[src/rtl/mem_io_bridge.sv]
// Memory / IO access bridge: decodes memory vs IO space, drives byte-lane
// stores, extends loads, and sequences IO channel strobes with wait states.
module mem_io_bridge #(
  parameter int unsigned        ADDR_W     = 32,
  parameter logic [ADDR_W-1:0]  IO_BASE    = ADDR_W'(32'hFFFF_FC00),
  parameter int unsigned        IO_CH      = 4,
  parameter int unsigned        IO_W       = 24,
  parameter int unsigned        IO_SEL_LSB = 4,
  parameter int unsigned        IO_WAIT    = 2
) (
  input  logic                   clock,
  input  logic                   rst_n,
  input  logic                   req,
  input  logic                   rd,
  input  logic                   wr,
  input  logic [1:0]             size,
  input  logic                   uns,
  input  logic [ADDR_W-1:0]      addr_in,
  input  logic [31:0]            r_rdata,
  output logic                   busy,
  output logic                   done,
  output logic                   err,
  output logic [31:0]            r_wdata,
  output logic [ADDR_W-1:0]      mem_addr,
  output logic [3:0]             mem_we,
  output logic [31:0]            mem_wdata,
  input  logic [31:0]            mem_rdata,
  output logic [IO_CH-1:0]       io_cs,
  output logic                   io_rd,
  output logic                   io_wr,
  output logic [IO_W-1:0]        io_wdata,
  input  logic [IO_CH*IO_W-1:0]  io_rdata
);

  localparam int unsigned SEL_W  = $clog2(IO_CH);
  localparam int unsigned WCNT_W = (IO_WAIT > 1) ? $clog2(IO_WAIT) : 1;

  typedef enum logic [2:0] {
    S_IDLE,
    S_MEM,
    S_MEM_RD,
    S_IO,
    S_RESP
  } state_t;

  state_t            r_state;
  logic [1:0]        r_lane;
  logic [1:0]        r_size;
  logic              r_uns;
  logic              r_rd;
  logic [SEL_W-1:0]  r_ch;
  logic [WCNT_W-1:0] r_wcnt;

  logic              w_is_io;
  logic [SEL_W-1:0]  w_ch;
  logic [IO_CH-1:0]  w_cs;
  logic              w_err;
  logic [3:0]        w_we;
  logic [31:0]       w_wdata;
  logic [7:0]        w_byte;
  logic [15:0]       w_half;
  logic [31:0]       w_ld;
  logic [IO_W-1:0]   w_io_slice;

  assign w_is_io    = (addr_in >= IO_BASE);
  assign w_ch       = addr_in[IO_SEL_LSB +: SEL_W];
  assign w_cs       = IO_CH'(1) << w_ch;
  assign w_io_slice = io_rdata[int'(r_ch) * IO_W +: IO_W];

  always_comb begin
    w_err = (rd == wr) || (size == 2'b11);
    if (size == 2'b01 && addr_in[0])
      w_err = 1'b1;
    if (size == 2'b10 && addr_in[1:0] != 2'b00)
      w_err = 1'b1;
    if (w_is_io && int'(w_ch) >= int'(IO_CH))
      w_err = 1'b1;
  end

  always_comb begin
    w_we    = 4'b1111;
    w_wdata = r_rdata;
    case (size)
      2'b00: begin
        w_we    = 4'b0001 << addr_in[1:0];
        w_wdata = {4{r_rdata[7:0]}};
      end
      2'b01: begin
        w_we    = addr_in[1] ? 4'b1100 : 4'b0011;
        w_wdata = {2{r_rdata[15:0]}};
      end
      default: ;
    endcase
  end

  // Lane extraction uses the offset/size latched at acceptance, since
  // mem_rdata only arrives two cycles later.
  always_comb begin
    w_byte = mem_rdata[{r_lane, 3'b000} +: 8];
    w_half = r_lane[1] ? mem_rdata[31:16] : mem_rdata[15:0];
    case (r_size)
      2'b00:   w_ld = r_uns ? {24'd0, w_byte} : {{24{w_byte[7]}}, w_byte};
      2'b01:   w_ld = r_uns ? {16'd0, w_half} : {{16{w_half[15]}}, w_half};
      default: w_ld = mem_rdata;
    endcase
  end

  always_ff @(posedge clock or negedge rst_n) begin
    if (!rst_n) begin
      r_state   <= S_IDLE;
      r_lane    <= '0;
      r_size    <= '0;
      r_uns     <= 1'b0;
      r_rd      <= 1'b0;
      r_ch      <= '0;
      r_wcnt    <= '0;
      busy      <= 1'b0;
      done      <= 1'b0;
      err       <= 1'b0;
      r_wdata   <= '0;
      mem_addr  <= '0;
      mem_we    <= '0;
      mem_wdata <= '0;
      io_cs     <= '0;
      io_rd     <= 1'b0;
      io_wr     <= 1'b0;
      io_wdata  <= '0;
    end else begin
      case (r_state)
        S_IDLE: begin
          if (req) begin
            r_lane   <= addr_in[1:0];
            r_size   <= size;
            r_uns    <= uns;
            r_rd     <= rd;
            r_ch     <= w_ch;
            busy     <= 1'b1;
            mem_addr <= {addr_in[ADDR_W-1:2], 2'b00};
            if (w_err) begin
              r_state <= S_RESP;
              done    <= 1'b1;
              err     <= 1'b1;
              r_wdata <= '0;
            end else if (w_is_io) begin
              r_state  <= S_IO;
              io_cs    <= w_cs;
              io_rd    <= rd;
              io_wr    <= wr;
              io_wdata <= r_rdata[IO_W-1:0];
              r_wcnt   <= WCNT_W'(IO_WAIT - 1);
            end else begin
              r_state   <= S_MEM;
              mem_we    <= wr ? w_we : '0;
              mem_wdata <= w_wdata;
            end
          end
        end
        S_MEM: begin
          mem_we <= '0;
          if (r_rd) begin
            r_state <= S_MEM_RD;
          end else begin
            r_state <= S_RESP;
            done    <= 1'b1;
            err     <= 1'b0;
          end
        end
        S_MEM_RD: begin
          r_state <= S_RESP;
          r_wdata <= w_ld;
          done    <= 1'b1;
          err     <= 1'b0;
        end
        S_IO: begin
          if (r_wcnt == '0) begin
            r_state <= S_RESP;
            io_cs   <= '0;
            io_rd   <= 1'b0;
            io_wr   <= 1'b0;
            done    <= 1'b1;
            err     <= 1'b0;
            if (r_rd)
              r_wdata <= 32'(w_io_slice);
          end else begin
            r_wcnt <= r_wcnt - 1'b1;
          end
        end
        S_RESP: begin
          r_state <= S_IDLE;
          busy    <= 1'b0;
          done    <= 1'b0;
          err     <= 1'b0;
        end
        default: begin
          r_state <= S_IDLE;
          busy    <= 1'b0;
          done    <= 1'b0;
          err     <= 1'b0;
          mem_we  <= '0;
          io_cs   <= '0;
          io_rd   <= 1'b0;
          io_wr   <= 1'b0;
        end
      endcase
    end
  end

endmodule
[config.mk]
export PLATFORM = sky130hd
export DESIGN_NAME = mem_io_bridge
export DESIGN_NICKNAME = d
export VERILOG_FILES = /design/src/rtl/mem_io_bridge.sv
export SDC_FILE = /design/constraint.sdc
export NUM_CORES = 1
export LEC_CHECK = 0
export CORE_MARGIN = 5
export CORE_UTILIZATION = 30
export CTS_BUF_LIST = sky130_fd_sc_hd__clkbuf_2 sky130_fd_sc_hd__clkbuf_4 sky130_fd_sc_hd__clkbuf_8
export DETAILED_ROUTE_END_ITERATION = 10
export PLACE_DENSITY_LB_ADDON = 0.05
export SETUP_SLACK_MARGIN = 0.15
export SLEW_MARGIN = 5
export SYNTH_ARGS = -nofsm -noshare
export SYNTH_HDL_FRONTEND = slang
export SYNTH_SLANG_ARGS = --single-unit
[constraint.sdc]
create_clock -name clock -period 3 [get_ports clock]
set_clock_uncertainty 0.2 [all_clocks]
set_input_delay 0.3 -clock clock [delete_from_list [all_inputs] [get_ports clock]]
set_output_delay 0.3 -clock clock [all_outputs]
set_load 0.02 [all_outputs]
==> impl_results.md, run 1 <==
* Fmax at 415.1 MHz
* Detail-routed net length per standard cell at 20.25 µm
* Leakage power total at 4.937 nW
* Slew of the pin with the lowest slew margin at 0.8581 ns
* Required time worst endpoint at 3.13 ns
* Reg2Reg Capture Point: mem_wdata[15]
* Total standard cell area after synthesis at 7503 µm²
* Worst vdd rail ir drop at 0.3410 mV
* Yosys warnings at 0
* Depth of the worst register-to-register path at 5
* Synthesis-stage register bit count at 141
* N_diodes at 0
* Mapped Cells at 689
* Register area share after synthesis at 47.02%
* Share of async-settable or async-resettable flops after synthesis at 100.0%
* Wire length of the first global-routing pass at 42410 µm
* Setup Viol. Count Final at 0
* Total Nets Final at 1226
* Largest area contributor in the netlist: sky130_fd_sc_hd__dfrtp_1
* Residual antenna-violating net count after detailed routing at 0
* Die height at 168.2 µm
* Pwr per Cell Area at 797.8 nW/µm²
* Number of global-route vias before repair at 7228
* Share of the synthesized area in the top cell type at 47.02%
* Worst min path class: in2async
* Global-route usage over all layers at 19.03%
* DRC viols at 0
* Area delta synth->final at 55.74%
* CTS HTree Levels at 4
* # resized after CTS at 0
* TritonCTS sink count at 141
* Top post-synthesis cells by area: sky130_fd_sc_hd__dfrtp_1, sky130_fd_sc_hd__mux2_2, sky130_fd_sc_hd__nand2_1
* Iteration-0 DRC Markers at 238
* Gr ovfl total at 0
* Startpoint type of the worst setup path: flip-flop
* Run status: finished clean
* Final worst setup slack at 0.5912 ns
* Post-route setup TNS at 0 ns
* FF/Latch Area at 3528 µm²
* Insertion delay to the later sink of the worst-skew pair at 0.44 ns
* Clock transition time at the flip-flop clock pins of the worst setup and hold paths at 0.10 ns
* Endpoints failing hold at 0
* Mean Syn Cell Area at 10.89 µm²
* Die Outline Area at 28270 µm²
* Total clock buffers created by CTS at 17
* Post-route cell area at 11690 µm²
* Clock period minus worst slack at 2.409 ns
* Pin count of the biggest net entering global routing at 52
* Hold buffers post-CTS at 1
* Capturing instance or port of the critical path: mem_wdata[15]
* Max-slew violation count at 0
* Setup slack at placement at 0.1714 ns
* Register-to-register path setup slack at 0.59 ns
* Input/output buffers at 330
* Max-cap violation count at 0
* Number of standard-cell rows in the floorplan at 57
* Multi-input combinational cell area at 3725 µm²
* Highest net fanout along the worst path at 32
* Core ar. at 24460 µm²
* Initial cell density of the core at 30.67%
* Buffer cell driving the clock tree root: sky130_fd_sc_hd__clkbuf_8
* Classification of the worst setup path: reg2reg
* Setup repair after global routing missed its margin: no
* Sort of element at the end of the critical path: flip-flop
* Critical path cell sequence: or4b_4, a211oi_4, a21boi_4, buf_12, mux2_1
* Detailed Place HPWL at 21060 µm
* Count of flip-flops with a built-in enable after synthesis at 0
* Period utilisation layout at 80.29%
* Largest incremental delay on the critical path at 0.56 ns
* First-pass iteration count of the detailed router at 4
* Worst max-slew margin expressed relative to the limit at 42.67%
* Via Count at 6687
* Die width at 168.2 µm
* Worst-case clock buffer depth at 2
* Number of distinct library cells after synthesis at 58
* Share of layout cells above drive strength 1 at 14.73%
* Filler cell count at 2333
* Worst setup path start: r_state[2]
* Cell Area, Placed at 11290 µm²
* Master of the slowest instance on the critical path: sky130_fd_sc_hd__or4b_4
* Routed wire length at 27600 µm
* Data arrival time at the worst-slack endpoint at 2.54 ns
* Via density at 4.906
* TritonCTS clock tree: done
* Number of antenna violations at the first check in global routing at 0
* Num ports at 333
* Setup fix buffers added after clock tree synthesis at 0
* Prevailing post-synth register cell: sky130_fd_sc_hd__dfrtp_1
* Final estimated routing congestion in global placement at 0.8395
* Launch point of the worst reg-to-reg path: r_state[2]
-- area by class of cell --
| class | count | area share [%] |
|---|---|---|
| inverters | 15 | 0.4818 |
| clock buffers | 17 | 2.002 |
| flip-flops and latches | 141 | 30.19 |
| multi-input cells | 487 | 31.87 |
| well taps | 324 | 3.469 |
| clock inverters | 15 | 1.285 |
| repair buffers | 364 | 30.70 |
-- flip-flops by register name, indices dropped and copies added (netlist names), 2 cells and up --
| register | count |
|---|---|
| mem_wdata | 32 |
| r_wdata | 32 |
| mem_addr | 29 |
| io_wdata | 24 |
| io_cs | 4 |
| mem_we | 4 |
| r_state | 3 |
| r_lane | 2 |
| r_size | 2 |
-- critical path: cells and delay by family, from the launching register on --
kind | cells | cell delay, ns
buf+inv | 1 | 0.22
flops | 1 | 0.38
mux | 1 | 0.35
simple gates | 1 | 0.56
compound gates | 2 | 0.56
-- layer usage --
metal / vias to the layer above / track usage [%] / wire [µm] / share of wire [%]
li1: 3198 / - / - / -
met1: 3210 / 23.43 / 11380 / 41
met2: 258 / 31.94 / 13250 / 48
met3: 21 / 7.011 / 2520 / 9.1
met4: 0 / 4.446 / 450 / 1.6
met5: - / 0 / 0 / 0
-- where the power goes --
| group | total [W] | leakage (nW) | internal (W) | switching (W) |
|---|---|---|---|---|
| Clock | 0.00154 | 0.194 | 0.000688 | 0.000855 |
| Combinational | 0.00479 | 2.95 | 0.00234 | 0.00245 |
| Sequential | 0.00299 | 1.79 | 0.00258 | 0.000413 |
| Total | 0.00932 | 4.94 | 0.00561 | 0.00371 |
-- cells in the mapped netlist, types with 2 or more instances --
| cell | n |
|---|---|
| sky130_fd_sc_hd__o21a_1 | 3 |
| sky130_fd_sc_hd__nor3_1 | 10 |
| sky130_fd_sc_hd__a32oi_1 | 15 |
| sky130_fd_sc_hd__a22o_1 | 15 |
| sky130_fd_sc_hd__buf_2 | 8 |
| sky130_fd_sc_hd__mux2_2 | 60 |
| sky130_fd_sc_hd__mux2i_1 | 30 |
| sky130_fd_sc_hd__nor2_1 | 13 |
| sky130_fd_sc_hd__a2bb2oi_1 | 14 |
| sky130_fd_sc_hd__a21oi_1 | 7 |
| sky130_fd_sc_hd__mux2_1 | 30 |
| sky130_fd_sc_hd__dfrtp_1 | 141 |
| sky130_fd_sc_hd__clkbuf_1 | 28 |
| sky130_fd_sc_hd__o211ai_1 | 4 |
| sky130_fd_sc_hd__nand2_1 | 141 |
| sky130_fd_sc_hd__o2111ai_1 | 3 |
| sky130_fd_sc_hd__a221o_1 | 8 |
| sky130_fd_sc_hd__a31oi_1 | 14 |
| sky130_fd_sc_hd__buf_1 | 6 |
| sky130_fd_sc_hd__a221oi_1 | 2 |
| sky130_fd_sc_hd__nand4_1 | 8 |
| sky130_fd_sc_hd__and2_1 | 5 |
| sky130_fd_sc_hd__o21ai_0 | 13 |
| sky130_fd_sc_hd__a21o_1 | 3 |
| sky130_fd_sc_hd__buf_4 | 5 |
| sky130_fd_sc_hd__inv_1 | 15 |
| sky130_fd_sc_hd__o22a_1 | 2 |
| sky130_fd_sc_hd__mux4_2 | 17 |
| sky130_fd_sc_hd__o21bai_1 | 2 |
| sky130_fd_sc_hd__or3_1 | 3 |
| sky130_fd_sc_hd__nand2b_1 | 12 |
| sky130_fd_sc_hd__nor2b_1 | 6 |
| sky130_fd_sc_hd__nand3_1 | 4 |
| sky130_fd_sc_hd__a211oi_1 | 16 |
| sky130_fd_sc_hd__nor3b_1 | 3 |
-- cells in the final DEF, fill, tap and decap left out, types with 12 or more instances in the layout --
cell	count
sky130_fd_sc_hd__a211oi_1	16
sky130_fd_sc_hd__a22o_1	15
sky130_fd_sc_hd__a2bb2oi_1	14
sky130_fd_sc_hd__a31oi_1	14
sky130_fd_sc_hd__a32oi_1	15
sky130_fd_sc_hd__buf_4	31
sky130_fd_sc_hd__clkbuf_8	17
sky130_fd_sc_hd__clkdlybuf4s50_1	329
sky130_fd_sc_hd__dfrtp_1	141
sky130_fd_sc_hd__inv_1	15
sky130_fd_sc_hd__mux2_1	30
sky130_fd_sc_hd__mux2_2	60
sky130_fd_sc_hd__mux2i_1	30
sky130_fd_sc_hd__mux4_2	17
sky130_fd_sc_hd__nand2_1	141
sky130_fd_sc_hd__nand2b_1	12
sky130_fd_sc_hd__nor2_1	13
sky130_fd_sc_hd__o21ai_0	13
-- stage by stage --
| step | utilization [%] | std cells | total power [W] | hold WS (ns) |
|---|---|---|---|---|
| final | 47.77 | 1363 | 0.009323 | 0.1671 |
| after floorplan | - | 690 | 0.005523 | -0.1956 |
| after global placement | 46.16 | 1330 | 0.007855 | 0.08852 |
| after CTS | 47.77 | 1363 | 0.009471 | 0.1410 |
| after global routing | 47.77 | 1363 | 0.009914 | 0.1690 |
| after detailed placement | 46.16 | 1330 | 0.007874 | 0.08846 |
-- cells by family (layout without fill, tap and decap cells) --
family                 count (synthesis)  after routing  share of synthesized area, %
buffers and inverters                 62            411                         3.485
AO/OA/AOI/OAI                        130            130                         13.49
flip-flops                           141            141                         47.02
other                                  1              2                       0.04998
multiplexers                         137            137                         22.61
AND/OR/NAND/NOR                      216            216                         13.11
XOR/XNOR                               2              2                        0.2335
-- worst min-delay path by stage --
stage | endpoint | slack, ns | depth (start not counted)
after CTS | mem_addr[3] | 0.14 | 3
after global placement | r_wdata[24] | 0.09 | 1
final | r_wdata[24] | 0.17 | 2
after detailed placement | r_wdata[24] | 0.09 | 1
after global routing | mem_addr[6] | 0.17 | 3
after floorplan | busy | -0.20 | 0
(Power assumes the default switching activity.)
==> run 2: changes to the inputs <==
==> constraint.sdc (replaced) <==
create_clock -name clock -period 2.3 [get_ports clock]
set_clock_uncertainty 0.2 [all_clocks]
set_input_delay 0.23 -clock clock [delete_from_list [all_inputs] [get_ports clock]]
set_output_delay 0.23 -clock clock [all_outputs]
set_load 0.02 [all_outputs]
==> run 2 against run 1 <==
The run now ends with setup timing left; core utilization is 2.0 points higher; sequential cell count is the same; clock-buffer cell count did not move; power increased by 35%; critical path depth is 1 higher; via count increased by 2.9%; sequential power rose by 31%; critical endpoint is now mem_wdata[29]; largest cell class is now non-clock buffers.
==> impl_results.md, run 2 (same netlist as run 1, synthesis figures left out) <==
* Total Nets Final at 1259
* Insertion delay to the later sink of the worst-skew pair at 0.45 ns
* Data arrival time at the worst-slack endpoint at 2.46 ns
* Num ports at 333
* Residual antenna-violating net count after detailed routing at 0
* Period utilisation layout at 100.9%
* Clock transition time at the flip-flop clock pins of the worst setup and hold paths at 0.10 ns
* Filler cell count at 2327
* Initial cell density of the core at 30.67%
* Routed wire length at 27970 µm
* First-pass iteration count of the detailed router at 4
* DRC viols at 0
* Register-to-register path setup slack at -0.02 ns
* Final worst setup slack at -0.02181 ns
* Area delta synth->final at 62.33%
* Worst max-slew margin expressed relative to the limit at 62.96%
* Gr ovfl total at 0
* Largest registers in the final layout: mem_wdata x32, r_wdata x32, mem_addr x29
* Total clock buffers created by CTS at 17
* Pwr per Cell Area at 1031 nW/µm²
* Master of the slowest instance on the critical path: sky130_fd_sc_hd__or4b_4
* Smallest hold slack at 0.09332 ns
* Required time worst endpoint at 2.43 ns
* Worst vdd rail ir drop at 0.4877 mV
* Worst-case clock buffer depth at 2
* Number of standard-cell rows in the floorplan at 57
* Leakage power total at 5.229 nW
* Die height at 168.2 µm
* Iteration-0 DRC Markers at 217
* Startpoint type of the worst setup path: flip-flop
* Cell Area, Placed at 11550 µm²
* Most frequent standard cell in the layout excluding fill and tap cells: sky130_fd_sc_hd__clkdlybuf4s50_1
* Endpoints failing hold at 0
* Run status: finished with violations
* Worst min path class: in2reg
* Sort of element at the end of the critical path: flip-flop
* Largest incremental delay on the critical path at 0.57 ns
* Pin count of the biggest net entering global routing at 44
* Setup repair after global routing missed its margin: yes
* Highest net fanout along the worst path at 8
* Final estimated routing congestion in global placement at 0.7980
* Most frequent cells in the layout: sky130_fd_sc_hd__clkdlybuf4s50_1, sky130_fd_sc_hd__nand2_1, sky130_fd_sc_hd__dfrtp_1
* Input/output buffers at 330
* Core ar. at 24460 µm²
* Fmax at 430.7 MHz
* Detail-routed net length per standard cell at 20.02 µm
* Classification of the worst setup path: reg2reg
* Number of antenna violations at the first check in global routing at 0
* TritonCTS sink count at 141
* Slew of the pin with the lowest slew margin at 0.5553 ns
* Die Outline Area at 28270 µm²
* Max-cap violation count at 0
* Share of layout cells above drive strength 1 at 19.59%
* TritonCTS clock tree: done
* Violations in the final reports: setup timing
* Setup Viol. Count Final at 18
* Via density at 4.927
* Max-slew violation count at 0
* Clock period minus worst slack at 2.322 ns
* Detailed Place HPWL at 21100 µm
* Number of global-route vias before repair at 7306
* Critical path cell sequence: or4b_4, a211oi_4, a21boi_4, buf_12, clkbuf_16, mux2_1
* Buffer cell driving the clock tree root: sky130_fd_sc_hd__clkbuf_8
* CTS HTree Levels at 4
* Via Count at 6883
* Post-route cell area at 12180 µm²
* Die width at 168.2 µm
* Wire length of the first global-routing pass at 42570 µm
* Global-route usage over all layers at 19.07%
run 2: layout make-up:
class                           count  area [µm²]  share of cell area [%]
Antenna cell                        1       2.502                 0.02054
Clock buffer                       17       234.0                   1.921
Clock inverter                     15       166.4                   1.366
Inverter                           15       56.30                  0.4623
Multi-Input combinational cell    487        3851                   31.62
Sequential cell                   141        3528                   28.97
Tap cell                          324       405.4                   3.328
Timing Repair Buffer              397        3936                   32.32
run 2: worst paths after layout:
path	from	to	cells after the start
max	r_state[2]	mem_wdata[29]	6
min	addr_in[2]	mem_addr[2]	3
max reg2reg	r_state[2]	mem_wdata[29]	6
min reg2reg	mem_addr[12]	mem_addr[12]	2
max in group asynchronous	rst_n	io_wdata[6]	3
min in group asynchronous	rst_n	r_wdata[25]	2
run 2: power breakdown:
group | switching (W) | internal [W] | total (W)
Sequential | 0.000562 | 0.00336 | 0.00393
Clock | 0.00117 | 0.000913 | 0.00208
Combinational | 0.00323 | 0.00332 | 0.00654
run 2: stage by stage:
stage	power [W]	util [%]	setup TNS, ns	setup WS, ns	cells
floorplan	0.007220	-	-0.0002931	-0.000009770	690
global placement	0.01035	47.20	-16.08	-0.2359	1358
detailed placement	0.01036	47.20	-17.65	-0.2648	1358
CTS	0.01253	49.03	-0.02933	-0.007859	1392
global route	0.01330	49.78	-2.282	-0.06695	1396
finish	0.01255	49.79	-0.1166	-0.02181	1397
run 2: worst max-delay path: cells and delay by family (launching register included):
kind                   cells  cell delay, ns
AND/OR/NAND/NOR            1            0.57
buffers and inverters      2            0.30
flip-flops                 1            0.39
multiplexers               1            0.31
AO/OA/AOI/OAI              2            0.43
run 2: layer usage:
layer | vias up | wire (µm) | track usage, %
li1 | 3273 | - | -
met1 | 3328 | 11960 | 24.03
met2 | 250 | 13240 | 31.25
met3 | 32 | 2300 | 6.776
met4 | 0 | 464 | 4.975
met5 | - | 0 | 0
run 2: repair_timing:
item                                   in CTS  in global routing
gates cloned                                0                  3
endpoints found under the hold margin     141                  0
setup endpoints to repair                  88                 89
buffers inserted                            1                  1
resized for setup                           8                 27
hold buffers                                1                  0
